--- config.mk ---
export PLATFORM = sky130hd
export DESIGN_NAME = da_bit_modulator
export DESIGN_NICKNAME = d
export VERILOG_FILES = /design/src/rtl/da_bit_modulator_pkg.sv /design/src/rtl/da_bit_modulator_bit_timer.sv /design/src/rtl/da_bit_modulator.sv
export SDC_FILE = /design/constraint.sdc
export NUM_CORES = 1
export LEC_CHECK = 0
export CELL_PAD_IN_SITES_DETAIL_PLACEMENT = 1
export CELL_PAD_IN_SITES_GLOBAL_PLACEMENT = 1
export CORE_UTILIZATION = 45
export DETAILED_ROUTE_END_ITERATION = 7
export PLACE_DENSITY_LB_ADDON = 0.15
export SLEW_MARGIN = 40
export SYNTH_ARGS = -nofsm -noshare
export SYNTH_HDL_FRONTEND = slang
export SYNTH_SLANG_ARGS = --single-unit
--- constraint.sdc ---
create_clock -name sys_clk -period 4.74 [get_ports sys_clk]
set_input_delay 0.711 -clock sys_clk [delete_from_list [all_inputs] [get_ports sys_clk]]
set_output_delay 0.711 -clock sys_clk [all_outputs]
set_load 0.02 [all_outputs]
--- src/rtl/da_bit_modulator_pkg.sv ---
// Shared definitions for the DA bit modulator: FSM state encoding and
// default DA codes / frame length.
package da_bit_modulator_pkg;

  typedef enum logic [2:0] {
    ST_IDLE     = 3'd0,
    ST_PREAMBLE = 3'd1,
    ST_SHIFT    = 3'd2,
    ST_STALL    = 3'd3,
    ST_DONE     = 3'd4
  } state_e;

  localparam logic [9:0] DEF_IDLE_CODE = 10'h200;
  localparam logic [9:0] DEF_HIGH_CODE = 10'h3FF;
  localparam logic [9:0] DEF_LOW_CODE  = 10'h000;

  // 784-bit MNIST image packed into bytes
  localparam int MNIST_FRAME_LEN = 98;

endpackage

--- src/rtl/da_bit_modulator_bit_timer.sv ---
// SPB-cycle bit timer. Free-runs while run_i is high, wrapping to zero at
// the end of each bit so back-to-back bits need no gap cycle.
module da_bit_modulator_bit_timer #(
  parameter int SPB = 50
) (
  input  logic clk_i,
  input  logic rst_i,
  input  logic run_i,
  input  logic restart_i,
  output logic bit_end_o
);

  localparam int TW = $clog2(SPB);
  localparam logic [TW-1:0] LAST = TW'(SPB - 1);

  logic [TW-1:0] cnt_q;

  assign bit_end_o = run_i & (cnt_q == LAST);

  // Count cycles within a bit; restart forces alignment to a fresh bit
  always_ff @(posedge clk_i or posedge rst_i) begin
    if (rst_i)          cnt_q <= '0;
    else if (restart_i) cnt_q <= '0;
    else if (run_i)     cnt_q <= bit_end_o ? '0 : cnt_q + 1'b1;
  end

endmodule

--- src/rtl/da_bit_modulator.sv ---
// Frame serialiser for the DA output path: alternating preamble followed by
// payload bytes MSB-first, one NRZ bit per SPB clocks, fed through a
// one-entry hold register over a valid/ready handshake.
module da_bit_modulator
  import da_bit_modulator_pkg::*;
#(
  parameter int              DA_W          = 10,
  parameter int              SPB           = 50,
  parameter int              PREAMBLE_BITS = 8,
  parameter int              FRAME_LEN     = MNIST_FRAME_LEN,
  parameter logic [DA_W-1:0] IDLE_CODE     = DA_W'(DEF_IDLE_CODE),
  parameter logic [DA_W-1:0] HIGH_CODE     = DA_W'(DEF_HIGH_CODE),
  parameter logic [DA_W-1:0] LOW_CODE      = DA_W'(DEF_LOW_CODE)
) (
  input  logic            sys_clk,
  input  logic            sys_rst,
  input  logic            start,
  input  logic [7:0]      byte_data,
  input  logic            byte_valid,
  output logic            byte_ready,
  output logic [DA_W-1:0] da_data,
  output logic            busy,
  output logic            frame_done,
  output logic            underrun
);

  localparam int CW = $clog2(FRAME_LEN + 1);
  localparam int PW = (PREAMBLE_BITS > 1) ? $clog2(PREAMBLE_BITS) : 1;
  localparam logic [CW-1:0] FRAME_LEN_C = CW'(FRAME_LEN);
  localparam logic [PW-1:0] PRE_LAST    = PW'(PREAMBLE_BITS - 1);

  state_e          state_q, state_d;
  logic [DA_W-1:0] da_q, da_d;
  logic [PW-1:0]   pre_q, pre_d;
  logic [2:0]      bidx_q, bidx_d;
  logic [7:0]      shift_q, shift_d;
  logic [7:0]      hold_q, hold_d;
  logic            hold_full_q, hold_full_d;
  logic [CW-1:0]   acc_q, acc_d;   // bytes accepted into the hold register
  logic [CW-1:0]   shf_q, shf_d;   // bytes loaded into the shifter
  logic            unr_q, unr_d;
  logic            load, tmr_restart, tmr_run, bit_end, accept;

  function automatic logic [DA_W-1:0] bit_code(input logic b);
    return b ? HIGH_CODE : LOW_CODE;
  endfunction

  assign busy       = (state_q == ST_PREAMBLE) | (state_q == ST_SHIFT) |
                      (state_q == ST_STALL);
  assign byte_ready = busy & ~hold_full_q & (acc_q < FRAME_LEN_C);
  assign accept     = byte_valid & byte_ready;
  assign tmr_run    = (state_q == ST_PREAMBLE) | (state_q == ST_SHIFT);
  assign frame_done = (state_q == ST_DONE);
  assign da_data    = da_q;
  assign underrun   = unr_q;

  da_bit_modulator_bit_timer #(.SPB(SPB)) u_timer (
    .clk_i     (sys_clk),
    .rst_i     (sys_rst),
    .run_i     (tmr_run),
    .restart_i (tmr_restart),
    .bit_end_o (bit_end)
  );

  // Next-state, next DA code and hold/shifter bookkeeping
  always_comb begin
    state_d     = state_q;
    da_d        = da_q;
    pre_d       = pre_q;
    bidx_d      = bidx_q;
    shift_d     = shift_q;
    hold_d      = hold_q;
    hold_full_d = hold_full_q;
    acc_d       = acc_q;
    shf_d       = shf_q;
    unr_d       = unr_q;
    load        = 1'b0;
    tmr_restart = 1'b0;

    case (state_q)
      ST_IDLE: begin
        da_d = IDLE_CODE;
        if (start) begin
          state_d     = ST_PREAMBLE;
          da_d        = HIGH_CODE;
          tmr_restart = 1'b1;
          pre_d       = '0;
          acc_d       = '0;
          shf_d       = '0;
          hold_full_d = 1'b0;
          unr_d       = 1'b0;
        end
      end
      ST_PREAMBLE: begin
        if (bit_end) begin
          if (pre_q == PRE_LAST) begin
            if (hold_full_q) begin
              load    = 1'b1;
              state_d = ST_SHIFT;
              da_d    = bit_code(hold_q[7]);
            end else begin
              state_d = ST_STALL;
              da_d    = IDLE_CODE;
              unr_d   = 1'b1;
            end
          end else begin
            pre_d = pre_q + 1'b1;
            // next index is odd when the current one is even
            da_d  = pre_q[0] ? HIGH_CODE : LOW_CODE;
          end
        end
      end
      ST_SHIFT: begin
        if (bit_end) begin
          if (bidx_q == 3'd0) begin
            if (shf_q == FRAME_LEN_C) begin
              state_d = ST_DONE;
              da_d    = IDLE_CODE;
            end else if (hold_full_q) begin
              load = 1'b1;
              da_d = bit_code(hold_q[7]);
            end else begin
              state_d = ST_STALL;
              da_d    = IDLE_CODE;
              unr_d   = 1'b1;
            end
          end else begin
            bidx_d  = bidx_q - 3'd1;
            shift_d = {shift_q[6:0], 1'b0};
            da_d    = bit_code(shift_q[6]);
          end
        end
      end
      ST_STALL: begin
        da_d  = IDLE_CODE;
        unr_d = 1'b1;
        if (hold_full_q) begin
          load        = 1'b1;
          tmr_restart = 1'b1;
          state_d     = ST_SHIFT;
          da_d        = bit_code(hold_q[7]);
        end
      end
      ST_DONE: begin
        da_d    = IDLE_CODE;
        state_d = ST_IDLE;
      end
      default: begin
        da_d    = IDLE_CODE;
        state_d = ST_IDLE;
      end
    endcase

    if (load) begin
      shift_d     = hold_q;
      bidx_d      = 3'd7;
      shf_d       = shf_q + 1'b1;
      hold_full_d = 1'b0;
    end
    // an accept in the same cycle as a load leaves the register full
    if (accept) begin
      hold_d      = byte_data;
      hold_full_d = 1'b1;
      acc_d       = acc_q + 1'b1;
    end
  end

  // State and datapath registers
  always_ff @(posedge sys_clk or posedge sys_rst) begin
    if (sys_rst) begin
      state_q     <= ST_IDLE;
      da_q        <= IDLE_CODE;
      pre_q       <= '0;
      bidx_q      <= '0;
      shift_q     <= '0;
      hold_q      <= '0;
      hold_full_q <= 1'b0;
      acc_q       <= '0;
      shf_q       <= '0;
      unr_q       <= 1'b0;
    end else begin
      state_q     <= state_d;
      da_q        <= da_d;
      pre_q       <= pre_d;
      bidx_q      <= bidx_d;
      shift_q     <= shift_d;
      hold_q      <= hold_d;
      hold_full_q <= hold_full_d;
      acc_q       <= acc_d;
      shf_q       <= shf_d;
      unr_q       <= unr_d;
    end
  end

endmodule
**After elaboration in Yosys (flattened, before gate mapping)**

Index checks and enable logic that the tools add are counted.
W data, S select, Z words.

- Register bits after elaboration: 56
- Output and inout port bits: 14
- Input port bits: 12
- Logic and storage cells: 122

- Bitwise gates (word level): 7
- Reductions and logical operators: 21
- Order comparisons: 1
- Add/subtract/negate cells: 5
- Muxes and demuxes: 60
- Equal/unequal tests: 17

Operator list:

| kind | count |
|---|---|
| $mux W10 | 9 |
| $mux W7 | 8 |
| $mux W3 | 15 |
| $pmux W10 S4 | 1 |
| $mux W1 | 18 |
| $mux W6 | 3 |
| $reduce_bool A2 Y1 | 8 |
| $add A7 B1 Y7 const B | 2 |
| $reduce_and A7 Y1 | 2 |
| $pmux W3 S4 | 1 |
| $ne A2 B2 Y1 const B | 5 |
| $mux W9 | 1 |
| $ne A2 B1 Y1 const B | 4 |
| $reduce_and A2 Y1 | 4 |
| $eq A7 B7 Y1 const B | 1 |
| $lt A7 B7 Y1 const B | 1 |
| $add A6 B1 Y6 const B | 1 |
| $eq A3 B2 Y1 const B | 2 |
| $eq A3 B3 Y1 const B | 2 |
| $eq A6 B6 Y1 const B | 1 |
| $logic_not A3 Y1 | 2 |
| $pmux W3 S2 | 1 |
| $reduce_bool A3 Y1 | 2 |
| $and A1 B1 Y1 | 4 |
| 12 further kinds | 13 |

**Logic depth before layout (Yosys ltp)**

- Word-level depth: 8
- Mapped depth: 9
- Gate-level depth less buffers: 7

**Modules after synthesis**

From an unflattened synthesis, not the netlist that was laid out.

- Cells, all modules: 292
- Area, all modules: 2813.9 um^2

Modules (own cells, without submodules):

| module | area an instance (um^2) | times used | cells each | sequential area each (um^2) |
|---|---|---|---|---|
| da_bit_modulator | 2408.6 | 1 | 248 | 1052.3 |
| da_bit_modulator_bit_timer | 405.4 | 1 | 44 | 150.1 |

**Worst setup path after synthesis**

OpenSTA, ideal clock, no wires.

- Path kind: register to register
- From: register bidx_q[0]
- To: register shf_q[5]
- Data required time: 4.614 ns
- Setup time: 0.126 ns
- Stages on the path, launching flop included: 9
- Slack: 2.740 ns
- Arrival time: 1.874 ns
- Clock period less this slack: 2.000 ns
- Buffers on the path: 1
- Path through: dfrtp_1 -> inv_1 -> ha_1 -> or4b_1 -> a211oi_2 -> a21o_1 -> buf_4 -> a21oi_2 -> a221o_1

- Longest elaborated chain between the ends: 6
- Elaborated cells on any way between the ends: 8
- Classes of those cells: 4 x mux; 4 x reduce/logical

Ends and longest elaborated chain:

| item | line | text |
|---|---|---|
| from (decl) | da_bit_modulator.sv:35 | `logic [2:0] bidx_q, bidx_d;` |
| from (signal assigned) | da_bit_modulator.sv:185 | `bidx_q <= bidx_d;` |
| $logic_not A3 Y1 * | da_bit_modulator.sv:115 | `if (bidx_q == 3'd0) begin` |
| $mux W1 * | da_bit_modulator.sv:115 |  |
| $mux W1 * | da_bit_modulator.sv:114 | `if (bit_end) begin` |
| $pmux W1 S3 * | da_bit_modulator.sv:80 | `case (state_q)` |
| $reduce_bool A2 Y1 (no source line) | - |  |
| $reduce_and A2 Y1 (no source line) | - |  |
| to (signal assigned) | da_bit_modulator.sv:179 | `shf_q <= '0;` |
| to (signal assigned) | da_bit_modulator.sv:190 | `shf_q <= shf_d;` |
| to (decl) | da_bit_modulator.sv:40 | `logic [CW-1:0] shf_q, shf_d;` |

Every way passes the cells marked *; elsewhere a longest branch is shown, timed or not.
A chain may end at the register's enable or synchronous reset.

**Worst setup path after layout**

- From: register state_q[0]
- To: output port byte_ready

- Longest elaborated chain between the ends: 5
- Elaborated cells on any way between the ends: 7
- Classes of those cells: 3 x eq/ne; 4 x bitwise

Ends and longest elaborated chain:

| item | line | text |
|---|---|---|
| from (decl) | da_bit_modulator.sv:32 | `state_e state_q, state_d;` |
| from (signal assigned) | da_bit_modulator.sv:182 | `state_q <= state_d;` |
| $eq A3 B1 Y1 or $eq A3 B2 Y1 (tied branches) | da_bit_modulator.sv:48 | `assign busy = (state_q == ST_PREAMBLE) \| (state_q == ST_SHIFT) \|` |
| $or A1 B1 Y1 | da_bit_modulator.sv:48 |  |
| $or A1 B1 Y1 * | da_bit_modulator.sv:48 |  |
| $and A1 B1 Y1 * (2 in a row) | da_bit_modulator.sv:50 | `assign byte_ready = busy & ~hold_full_q & (acc_q < FRAME_LEN_C);` |
| to (decl) | da_bit_modulator.sv:20 | `output logic byte_ready,` |

Marked as above.

==> out/results.tsv <==
stage	metric	value	unit
status	outcome	completed	
worst_setup_path	CP Launch Point	state_q[0]$_DFFE_PP0P_	
clock_tree	Post-CTS Setup Repair Bufs	0	
routing	first-pass iteration count of the detailed router	4	
floorplanning	Die X	79.5	µm
final_layout	Post-layout nets	319	
clock_tree	CTS Buf Count	5	
logic_synthesis	Mapped Nets	304	
min_path	cell count of the worst hold path	1	
clock_tree	CTS tree	done	
routing	Antenna Nets Post-Route	0	
logic_synthesis	Post-Synthesis Cell Area	2700	µm²
logic_synthesis	Synth top area share	43.6	%
sta	unrepaired setup endpoints after global routing	false	
final_layout	end-of-flow core utilization	54.6	%
worst_setup_path	CP required	4.03	ns
routing	# DRC	0	
routing	initial drt markers	104	
pwr	Pwr Density	434	nW/µm²
worst_setup_path	crit-path max FO	21	
min_path	Min-Delay Path Class	register to register	
min_path	Hold Crit Start	shift_q[5]$_DFFE_PP0P_	
logic_synthesis	count of warnings emitted by yosys	0	
logic_synthesis	ys flop type	dfrtp_1	
grt	vias in the first global route	2290	
sta	Finish-stage setup viols	0	
clock_tree	clock latency on the worst-skew pair	0.31	ns
worst_setup_path	CP Cell Sequence	o21ba_2, o211a_1, clkdlybuf4s50_1	
worst_setup_path	Worst setup SP type	register	
clock_tree	H-tree Lvls	2	
place	# port buffers	25	
sta	Hold Fails Final Rpt	0	
floorplanning	# rows	27	
logic_synthesis	Synth area leaders	dfrtp_1 44%, mux2_2 4.6%, ha_1 4.2%	
sta	max_slew headroom	47.8	%
routing	Vias per Instance	5.94	
grt	gr usage total	21.9	%
floorplanning	Starting Density	47.9	%
floorplanning	area of the die	6310	µm²
routing	DRT Wirelength	6090	µm
sta	slew at the pin closest to its max-slew limit	0.778	ns
routing	vias	2203	
sta	Setup TNS	0	ns
worst_setup_path	WS Path Type	register to output port	
worst_setup_path	WP data arrival	2.18	ns
floorplanning	height of the die	79.5	µm
worst_setup_path	CP max stage cell	dfrtp_1	
floorplanning	# IOs	26	
worst_setup_path	CP endpoint kind	output port	
logic_synthesis	Synth Register Bits	48	
min_path	Hold EP	shift_q[5]$_DFFE_PP0P_	
sta	Final Skew	0.0112	ns
clock_tree	clk sink count	48	
logic_synthesis	cell with the most instances after synthesis	dfrtp_1	
sta	min Tclk post-route	2.89	ns
grt	first-pass GRT wire length	10800	µm
logic_synthesis	Synth area leader	dfrtp_1	
floorplanning	Core Region	5640	µm²
grt	initial antenna violation count	0	
pwr	LEAKAGE	0.00140	µW
sta	final period utilization	61.0	%
grt	pin count of the biggest net entering global routing	49	
logic_synthesis	Synth top cells by count	47 x dfrtp_1, 27 x nand2_1, 20 x o21ai_0, 15 x a21oi_1, 15 x nor2_1	
clock_tree	Hold Buf Count CTS	0	
worst_setup_path	reg-to-reg endpoint	shf_q[5]$_DFFE_PP0P_	
clock_tree	clock root buffer	clkbuf_8	
worst_setup_path	cells on worst reg2reg path	5	
pwr	Peak supply drop	0.000227	V
clock_tree	clock slew at reported path FFs	0.10	ns
clock_tree	Bufs on Longest Clock Path	2	
logic_synthesis	Avg Cell Area, Syn	9.54	µm²
place	GP Congestion	0.818	
final_layout	fillers	639	
job	Max-Cap Viols	0	
logic_synthesis	Post-synth EDFFs	0	
final_layout	Layout area overhead	14.0	%
logic_synthesis	sequential area share after synthesis	44.5	%
final_layout	antenna cells	0	
worst_setup_path	Critical path buffers and inverters	1	
worst_setup_path	family with the most delay on the worst path	flip-flops	
grt	grt ovf	0	
sta	fmax	0.346	GHz
worst_setup_path	R2R setup slack	2.14	ns
routing	Routed wire per std cell	16.4	µm
worst_setup_path	Max stage delay on crit path	0.73	ns
logic_synthesis	ys async rst share	100	%
place	Detailed Place HPWL	4360	µm
logic_synthesis	Netlist cell types	49	
clock_tree	post-cts resize count	0	
worst_setup_path	worst r2r src	state_q[0]$_DFFE_PP0P_	
sta	Slew Limit Fails	0	
final_layout	share of cells above drive strength 1	10.7	%
logic_synthesis	Cells after Synth	283	
==> cells in the final DEF, fill, tap and decap left out, types with 2 or more instances in the layout <==
| cell | count |
|---|---|
| a21o_1 | 8 |
| a21oi_1 | 14 |
| a21oi_2 | 2 |
| a221o_1 | 2 |
| a22o_1 | 8 |
| and2_1 | 3 |
| and3_1 | 7 |
| buf_4 | 2 |
| bufinv_16 | 2 |
| clkbuf_8 | 5 |
| clkdlybuf4s50_1 | 25 |
| dfrtp_1 | 47 |
| ha_1 | 9 |
| inv_1 | 10 |
| mux2_2 | 11 |
| nand2_1 | 27 |
| nand2b_1 | 7 |
| nand3_1 | 14 |
| nand4_1 | 2 |
| nand4b_1 | 2 |
| nor2_1 | 15 |
| nor2b_1 | 4 |
| nor3_1 | 11 |
| nor4_1 | 2 |
| o211ai_1 | 3 |
| o21ai_0 | 20 |
| o22ai_1 | 3 |
| o31ai_1 | 6 |
| or2_2 | 2 |
| or3_1 | 3 |
| xnor2_1 | 2 |
| xor2_1 | 2 |
==> cell families after synthesis <==
group,Yosys count,synth area share (%)
AND/OR/NAND/NOR,104,20.2
XOR/XNOR,4,1.30
buffers and inverters,30,5.98
adder cells (fa/ha/maj),9,4.17
flip-flops,48,44.5
multiplexers,11,4.59
AO/OA/AOI/OAI,77,19.2
==> state kept, by name, indices dropped and copies added, names as in the netlist <==
name	flops
hold_q	8
acc_q	7
shf_q	7
u_timer.cnt_q	6
hold_full_q	1
shift_q	7
pre_q	3
underrun	1
da_data	2
state_q	3
bidx_q	3
==> final cells by class <==
type                    count  area (µm²)  share of cell area [%]
clock buffers               5        68.8                    2.23
inverters                  11        43.8                    1.42
flip-flops and latches     48        1200                    39.0
repair buffers             27         265                    8.61
well taps                  72        90.1                    2.93
clock inverters             3        68.8                    2.23
multi-input cells         205        1340                    43.5
==> worst max path at each step <==
stage,end,slack [ns],cells past startpoint
floorplan,shf_q[5]$_DFFE_PP0P_,2.74,8
global route,byte_ready,1.73,3
finish,byte_ready,1.85,3
detailed placement,u_timer.cnt_q[2]$_DFFE_PP0P_,2.18,5
global placement,byte_ready,2.23,3
CTS,byte_ready,1.84,3
==> per-stage QoR <==
stage | worst slack [ns] | instances | area (µm²) | hold WS [ns] | power [µW]
detailed placement | 2.18 | 363 | 2940 | 0.466 | 988
finish | 1.85 | 371 | 3080 | 0.486 | 1340
CTS | 1.84 | 371 | 3080 | 0.488 | 1350
global route | 1.73 | 371 | 3080 | 0.512 | 1420
floorplan | 2.74 | 283 | 2700 | 0.444 | 865
global placement | 2.23 | 363 | 2940 | 0.461 | 967
==> routing by layer <==
metal | global-route usage (%) | vias up | part of all wire, %
met1 | 27.7 | 1096 | 46
met4 | 7.64 | 0 | 1.8
met2 | 36.9 | 50 | 49
li1 | - | 1046 | -
met3 | 4.23 | 11 | 3.5
met5 | 0 | - | 0
==> where the power goes <==
part	switching, µW	internal, µW	leakage, µW
Clock	149	212	0.0000687
Sequential	88.0	489	0.000635
Combinational	207	191	0.000701
Total	444	893	0.00140
Note: power is estimated with default switching activity, not from simulation.
